--- src/rtl/fetch_stage.sv ---
// Y86-64 fetch stage: F register (predicted PC), PC select with mispredict/ret
// recovery, request/ready handshake with instruction memory, and the field
// split feeding the decode pipeline register.
// Optional build macro FETCH_PERF_CNT_EN adds instruction/wait-cycle counters.
module fetch_stage #(
    parameter logic [63:0] RESET_PC = 64'h0
) (
    input  logic        clk_i,
    input  logic        rstn_i,
    input  logic        F_stall_i,
    input  logic [3:0]  M_icode_i,
    input  logic        M_cnd_i,
    input  logic [63:0] M_valA_i,
    input  logic [3:0]  W_icode_i,
    input  logic [63:0] W_valM_i,
    output logic        imem_req_o,
    output logic [63:0] imem_addr_o,
    input  logic        imem_ready_i,
    input  logic [79:0] imem_data_i,
    input  logic        imem_err_i,
    output logic [3:0]  f_icode_o,
    output logic [3:0]  f_ifun_o,
    output logic [3:0]  f_rA_o,
    output logic [3:0]  f_rB_o,
    output logic [63:0] f_valC_o,
    output logic [63:0] f_valP_o,
    output logic [3:0]  f_stat_o,
    output logic        f_wait_o,
`ifdef FETCH_PERF_CNT_EN
    output logic [31:0] perf_inst_o,
    output logic [31:0] perf_wait_o,
`endif
    output logic [63:0] f_pc_o
);

    localparam logic [3:0] IHALT = 4'h0;
    localparam logic [3:0] INOP  = 4'h1;
    localparam logic [3:0] IJXX  = 4'h7;
    localparam logic [3:0] ICALL = 4'h8;
    localparam logic [3:0] IRET  = 4'h9;
    localparam logic [3:0] RNONE = 4'hF;

    localparam logic [3:0] SAOK = 4'h1;
    localparam logic [3:0] SHLT = 4'h2;
    localparam logic [3:0] SADR = 4'h3;
    localparam logic [3:0] SINS = 4'h4;

    localparam logic [1:0] ST_FETCH = 2'd0;
    localparam logic [1:0] ST_WAIT  = 2'd1;
    localparam logic [1:0] ST_HOLD  = 2'd2;

    logic [1:0]  state_q;
    logic [63:0] pred_pc_q;
    logic [63:0] addr_q;
    logic [79:0] buf_data_q;
    logic        buf_err_q;
    logic [63:0] buf_pc_q;

    logic [63:0] sel_pc;
    logic [63:0] cur_pc;
    logic [79:0] cur_data;
    logic        cur_err;

    logic [3:0]  dec_icode, dec_ifun, dec_ra, dec_rb, dec_stat;
    logic [63:0] dec_valc, dec_valp, dec_pred;
    logic        need_regids, need_valc;
    logic        accept;

    // PC select: jXX mispredict beats ret, which beats the prediction
    always_comb begin
        sel_pc = pred_pc_q;
        if (M_icode_i == IJXX && !M_cnd_i)
            sel_pc = M_valA_i;
        else if (W_icode_i == IRET)
            sel_pc = W_valM_i;
    end

    // Source of the instruction being presented: buffer in HOLD, memory otherwise
    always_comb begin
        cur_pc   = sel_pc;
        cur_data = imem_data_i;
        cur_err  = imem_err_i;
        case (state_q)
            ST_WAIT: cur_pc = addr_q;
            ST_HOLD: begin
                cur_pc   = buf_pc_q;
                cur_data = buf_data_q;
                cur_err  = buf_err_q;
            end
            default: ;
        endcase
    end

    // Field split, length, predicted next PC and status
    always_comb begin
        dec_icode   = cur_err ? INOP : cur_data[7:4];
        dec_ifun    = cur_err ? 4'h0 : cur_data[3:0];
        need_regids = dec_icode inside {4'h2, 4'h3, 4'h4, 4'h5, 4'h6, 4'hA, 4'hB};
        need_valc   = dec_icode inside {4'h3, 4'h4, 4'h5, 4'h7, 4'h8};
        dec_ra      = need_regids ? cur_data[15:12] : RNONE;
        dec_rb      = need_regids ? cur_data[11:8]  : RNONE;
        dec_valc    = 64'h0;
        if (need_valc)
            dec_valc = need_regids ? cur_data[79:16] : cur_data[71:8];
        dec_valp    = cur_pc + 64'd1 + {63'd0, need_regids} + (need_valc ? 64'd8 : 64'd0);
        dec_pred    = (dec_icode == IJXX || dec_icode == ICALL) ? dec_valc : dec_valp;
        if (cur_err)
            dec_stat = SADR;
        else if (cur_data[7:4] > 4'hB)
            dec_stat = SINS;
        else if (dec_icode == IHALT)
            dec_stat = SHLT;
        else
            dec_stat = SAOK;
    end

    // Reset drops the request combinationally, even mid-WAIT
    assign imem_req_o  = rstn_i && (state_q != ST_HOLD);
    assign imem_addr_o = (state_q == ST_FETCH) ? sel_pc : addr_q;
    assign f_wait_o    = imem_req_o && !imem_ready_i;
    assign accept      = !F_stall_i && ((imem_req_o && imem_ready_i) || state_q == ST_HOLD);
    assign f_pc_o      = cur_pc;

    // Present a bubble while the fetch is outstanding
    always_comb begin
        f_icode_o = dec_icode;
        f_ifun_o  = dec_ifun;
        f_rA_o    = dec_ra;
        f_rB_o    = dec_rb;
        f_valC_o  = dec_valc;
        f_valP_o  = dec_valp;
        f_stat_o  = dec_stat;
        if (f_wait_o) begin
            f_icode_o = INOP;
            f_ifun_o  = 4'h0;
            f_rA_o    = RNONE;
            f_rB_o    = RNONE;
            f_valC_o  = 64'h0;
            f_valP_o  = 64'h0;
            f_stat_o  = SAOK;
        end
    end

    // Fetch FSM, F register and stall buffer
    always_ff @(posedge clk_i or negedge rstn_i) begin
        if (!rstn_i) begin
            state_q    <= ST_FETCH;
            pred_pc_q  <= RESET_PC;
            addr_q     <= 64'h0;
            buf_data_q <= 80'h0;
            buf_err_q  <= 1'b0;
            buf_pc_q   <= 64'h0;
        end else begin
            case (state_q)
                ST_FETCH, ST_WAIT: begin
                    if (state_q == ST_FETCH)
                        addr_q <= sel_pc;
                    if (imem_ready_i) begin
                        if (!F_stall_i) begin
                            pred_pc_q <= dec_pred;
                            state_q   <= ST_FETCH;
                        end else begin
                            buf_data_q <= imem_data_i;
                            buf_err_q  <= imem_err_i;
                            buf_pc_q   <= cur_pc;
                            state_q    <= ST_HOLD;
                        end
                    end else begin
                        state_q <= ST_WAIT;
                    end
                end
                ST_HOLD: begin
                    if (!F_stall_i) begin
                        pred_pc_q <= dec_pred;
                        state_q   <= ST_FETCH;
                    end
                end
                default: state_q <= ST_FETCH;
            endcase
        end
    end

`ifdef FETCH_PERF_CNT_EN
    logic [31:0] perf_inst_q, perf_wait_q;

    // Accepted-instruction and wait-cycle counters, free-running modulo 2^32
    always_ff @(posedge clk_i or negedge rstn_i) begin
        if (!rstn_i) begin
            perf_inst_q <= 32'h0;
            perf_wait_q <= 32'h0;
        end else begin
            if (accept)
                perf_inst_q <= perf_inst_q + 32'd1;
            if (f_wait_o)
                perf_wait_q <= perf_wait_q + 32'd1;
        end
    end

    assign perf_inst_o = perf_inst_q;
    assign perf_wait_o = perf_wait_q;
`else
    logic unused_accept;
    assign unused_accept = accept;
`endif

endmodule

--- config.mk ---
export PLATFORM = sky130hd
export DESIGN_NAME = fetch_stage
export DESIGN_NICKNAME = d
export VERILOG_FILES = /design/src/rtl/fetch_stage.sv
export SDC_FILE = /design/constraint.sdc
export NUM_CORES = 1
export LEC_CHECK = 0
export ABC_CLOCK_PERIOD_IN_PS = 12800
export CORE_ASPECT_RATIO = 0.5
export CORE_UTILIZATION = 54
export DETAILED_ROUTE_END_ITERATION = 12
export PLACE_DENSITY = 0.92
export SYNTH_ARGS = -nofsm -noshare
export SYNTH_HDL_FRONTEND = slang
export SYNTH_SLANG_ARGS = --single-unit
--- constraint.sdc ---
create_clock -name clk_i -period 12.8 [get_ports clk_i]
set_input_delay 3.2 -clock clk_i [delete_from_list [all_inputs] [get_ports clk_i]]
set_output_delay 3.2 -clock clk_i [all_outputs]
set_load 0.005 [all_outputs]
After elaboration in Yosys (flattened, before gate mapping)
Index checks and enable logic that the tools add are counted.
- latch bits: 0
- input port bits: 222
- register bits after elaboration: 275
- word-level logic and storage cells: 71
- output and inout bits: 278
- ROM bits: 0
- memory bits (writable): 0
- memories kept: 0
- shift-type cells: 0
- multiplexer cells: 31
- $mul: 0
- eq/ne operators: 16
- div/mod/pow operators: 0
- reductions and logical operators: 14
- $add $sub $neg: 3
- bitwise operators: 0
- order comparisons: 1
- operators by type and width (cell ; number):
    $mux 64 ; 10
    $pmux 64 s2 ; 2
    $mux 80 ; 1
    $add 64x1->64 ; 1
    $add 64x1->64 const B ; 1
    $add 64x4->64 ; 1
    $mux 4 ; 10
    $eq 4x3->1 const B ; 5
    $eq 4x4->1 const B ; 4
    $eq 4x2->1 const B ; 2
    $mux 2 ; 4
    $reduce_bool 7->1 ; 1
    $mux 3 ; 2
    $ne 2x2->1 const B ; 3
    $reduce_bool 5->1 ; 1
    $gt 4x4->1 const B ; 1
    $logic_not 4->1 ; 1
    $pmux 2 s2 ; 1
    $logic_and 1x1->1 ; 3
    $reduce_and 3->1 ; 1
    $eq 2x1->1 const B ; 1
    $eq 2x2->1 const B ; 1
    $logic_not 1->1 ; 2
    $logic_not 2->1 ; 1
    other kinds (5) ; 5

Longest topological paths before layout
- word-level depth: 11
- depth in mapped cells: 24
- mapped depth without buffers: 18

Worst setup path before layout
Ideal clock, no wire load.
- path kind: in2out
- from: in M_icode_i[3]
- to: out f_valP_o[59]
- arrival: 6817 ps
- data required time: 9600 ps
- stages on the path: 16
- buffers on the path: 3
- path slack: 2783 ps
- cells stage by stage: nand4b_1 nor2_1 buf_2 clkbuf_1 clkbuf_1 nand2_1 o21ai_0 a21oi_1 ha_1 or4_1 o311ai_0 a31oi_1 nor2_2 nand3_1 or4_1 a21oi_1
- longest elaborated chain between the ends: 8
- RTL lines (item ; RTL line ; text):
    start: declaration ; 11 ; input logic [3:0] M_icode_i,
    $eq 4x3->1 ; 72 ; if (M_icode_i == IJXX && !M_cnd_i)
    $logic_and 1x1->1 ; 72 ;
    $mux 64 ; 72 ;
    $pmux 64 s2 ; 83 ; case (state_q)
    $add 64x1->64 (2 in series) ; 105 ; dec_valp = cur_pc + 64'd1 + {63'd0, need_regids} + (need_valc ? 64'd8 : 64'd0);
    $add 64x4->64 ; 105 ;
    $mux 64 ; 133 ; if (f_wait_o) begin
    end: declaration ; 26 ; output logic [63:0] f_valP_o,
No other way between the ends.

Final worst setup path
- from: in M_icode_i[3]
- to: out f_valP_o[54]
The elaborated chain is that of the path after synthesis.

==> results by group <==
Status
  – Status: finished clean

Power and ir drop
  – PwrDens: 222.2 nW/um^2
  – Leakage: 10.04 nW
  – VDD IR max: 0.1244 mV

Global routing
  – Total grt overflow: 0
  – Vias in the first global route: 18339
  – Global-route wire length before repair: 122.0 mm
  – Initial antenna violation count: 6
  – Largest net degree at the start of global routing: 90
  – Global Route Usage Sum: 46.30%

STA
  – Post-route minimum period: 11780 ps
  – Pins Over Slew Limit: 0
  – Hold slack: 471.9 ps
  – Slew headroom: 24.02%
  – Fin crit share: 92.00%
  – Setup TNS: 0 ps
  – Unrepaired setup endpoints after global routing: no
  – Final Hold Fails: 0
  – FMAX: 0.08492 GHz
  – Clock skew: 10.69 ps
  – Finish-stage setup viols: 0
  – Worst-margin pin slew: 1140 ps

Setup path
  – Arr. time, crit path: 8580 ps
  – Crit Path Max Fanout: 68
  – WP depth: 14
  – Crit. Startpoint: M_icode_i[3]
  – Required time worst endpoint: 9600 ps
  – Buf/Inv on CP: 4
  – Critical path startpoint category: primary input
  – Flop2flop setup slack: 6910 ps
  – FF-to-FF End: pred_pc_q[58]$_DFFE_PN0P_
  – Worst r2r src: state_q[0]$_DFFE_PN0P_
  – Worst path max stage delay: 720 ps
  – Crit path kind: primary input to output pin
  – CP endpoint: f_valP_o[54]
  – Critical Path, Cell by Cell: clkdlybuf4s50_1 -> nand4b_1 -> nor2_4 -> buf_4 -> nand2_1 -> o21ai_0 -> o21bai_1 -> inv_1 -> nand4_4 -> nor3_2 -> nand4_2 -> or4_1 -> a21oi_1 -> clkdlybuf4s50_1
  – Crit path max-delay family: simple AND/OR/NAND/NOR gates
  – Worst Reg-to-Reg Cells: 18
  – Critical-path top delay cell: or4_1
  – Most used cell, CP: clkdlybuf4s50_1
  – CP endpoint kind: output pin

Synth
  – Post-synth EDFFs: 0
  – Synth Area in Simple Gates: 15.47%
  – Adder-cell share of the synthesized area: 0.5260%
  – Post-synthesis sequential area ratio: 36.17%
  – Cell Area, Synth: 19030 um^2
  – YS warnings: 0
  – Synth area leaders: dfrtp_1, mux2_2, mux2i_1, nand2_1, mux4_2
  – Dominant synthesized flop cell: dfrtp_1
  – Synth Instances: 1947
  – Synth Area in XOR/XNOR: 1.841%
  – Post-synthesis mux area share: 23.61%
  – Synth Area in Compound Gates: 17.46%
  – Post-synth top area cell: dfrtp_1
  – Flops & latches, synth: 275
  – Yosys cell types: 71
  – Yosys top cell area share: 36.17%
  – Synth Net Count: 2177
  – FFs w/ async S/R, synth: 100.0%
  – Top-count cell post-synth: dfrtp_1
  – Avg Inst Size Synth: 9.773 um^2
  – Most common library cells after synthesis: dfrtp_1, mux2_2, nand2_1
  – Largest family of logic cells by synthesized area: multiplexers

Routing
  – WL final: 86.24 mm
  – Final ANT Viol Nets: 0
  – Wire per inst: 30.18 um
  – # DRC: 0
  – First-pass detailed-route iteration total: 8
  – Vias/cell: 6.860
  – Vias: 19605
  – Iteration-0 DRC Markers: 3546

Floorplan
  – Initial Util: 55.01%
  – Core area: 34590 um^2
  – Die Y: 134.7 um
  – Die Width: 267.5 um
  – DIE AREA: 36040 um^2
  – Num ports: 500
  – # rows: 48

CTS
  – Hold buffer count at cts: 0
  – H-Tree Depth: 1
  – Postcts setup bufs: 0
  – Gates resized, CTS repair: 0
  – CTS Buffer Depth: 3
  – Worst-path clk slew: 70 ps
  – CTS tree: yes
  – CTS Buf Count: 26
  – Latest clock arrival within the worst-skew pair: 560 ps
  – CTS Sinks: 275
  – Clk root buf: clkbuf_16

Final layout
  – Area delta synth->final: 32.71%
  – # nets final: 2588
  – Final Non-Filler Cells: 2858
  – Share of layout cells above drive strength 1: 19.35%

Min path
  – Worst Hold Class: flop to flop
  – Hold Path Cell Cnt: 2

Run
  – Maxcap violations: 0

Placed design
  – Post-detail-place hpwl: 63.76 mm
  – # port buffers: 498
  – Placed cell count: 2805
  – Placer Congestion: 1.066
[kinds of logic (layout without fill, tap and decap cells)]
kind of cell,Yosys count,after routing
AOI/OAI and AO/OA,438,438
buffers and inverters,204,634
other,1,7
muxes,375,375
xor gates and xnor gates,40,40
adders and majority gates,8,8
and+or+nand+nor,606,606
DFF,275,275
[worst min-delay path: stages, from the launching register on]
cell     delay (ps)
dfrtp_1         340
nand2_1          50
nand2_1          50
[layout make-up]
type | count | area (um^2)
Inverter | 31 | 117.6
Antenna cell | 6 | 15.01
Timing Repair Buffer | 556 | 5420
Fill cell | 2478 | 9341
Sequential cell | 275 | 6882
Clock inverter | 9 | 170.2
Clock buffer | 38 | 757.0
Multi-Input combinational cell | 1468 | 11300
Tap cell | 475 | 594.3
[cell usage in the layout, fill, tap and decap left out, types with 13 or more instances in the layout]
cell type        count
mux4_2              36
a21oi_1             61
mux2_2             230
dfrtp_1            275
mux2i_1            109
inv_1               28
clkbuf_16           27
a211oi_1            24
o211ai_1            29
nor3_1              17
nor2_1             164
a221oi_1            51
nand2_1            221
nor4_1              55
xnor2_1             27
o21ai_0             90
a211oi_2            37
nand3_1             48
a22o_1              31
a21o_1              40
clkdlybuf4s50_1    496
xor2_1              13
buf_4               58
[how the worst min path moves through the flow]
stage / from / end / slack, ps
floorplan: pred_pc_q[5]$_DFFE_PN0P_ / pred_pc_q[5]$_DFFE_PN0P_ / 440
global placement: pred_pc_q[8]$_DFFE_PN0P_ / pred_pc_q[8]$_DFFE_PN0P_ / 450
detailed placement: pred_pc_q[8]$_DFFE_PN0P_ / pred_pc_q[8]$_DFFE_PN0P_ / 460
CTS: pred_pc_q[8]$_DFFE_PN0P_ / pred_pc_q[8]$_DFFE_PN0P_ / 470
global route: buf_pc_q[18]$_DFFE_PN0P_ / buf_pc_q[18]$_DFFE_PN0P_ / 510
finish: pred_pc_q[8]$_DFFE_PN0P_ / pred_pc_q[8]$_DFFE_PN0P_ / 470
[layer usage]
layer | up-vias | track usage, % | share of wire [%]
li1 | 8059 | - | -
met1 | 9658 | 63.39 | 38
met2 | 1618 | 66.23 | 42
met3 | 270 | 18.47 | 16
met4 | 0 | 16.19 | 4.3
met5 | - | 0 | 0
[sequential cells by signal, indices dropped and copies added (netlist names)]
signal / cells
buf_data_q: 80
buf_pc_q: 64
state_q: 2
buf_err_q: 1
addr_q: 64
pred_pc_q: 64
[where the power goes]
group	switching (W)	total [W]	internal [W]
Combinational	0.00166	0.00313	0.00147
Sequential	0.000354	0.00160	0.00124
Clock	0.000377	0.000888	0.000511
[per-stage QoR]
stage / worst slack (ps) / power, W / cell area [um^2] / util (%)
floorplan: 2783 / 0.002934 / 19030 / -
detailed placement: 1231 / 0.004546 / 24310 / 70.27
global route: 825.8 / 0.005742 / 25250 / 72.99
global placement: 1300 / 0.004476 / 24310 / 70.27
finish: 1025 / 0.005611 / 25250 / 73.00
CTS: 1198 / 0.005441 / 25240 / 72.95
Power figures use the tool's default switching activity.
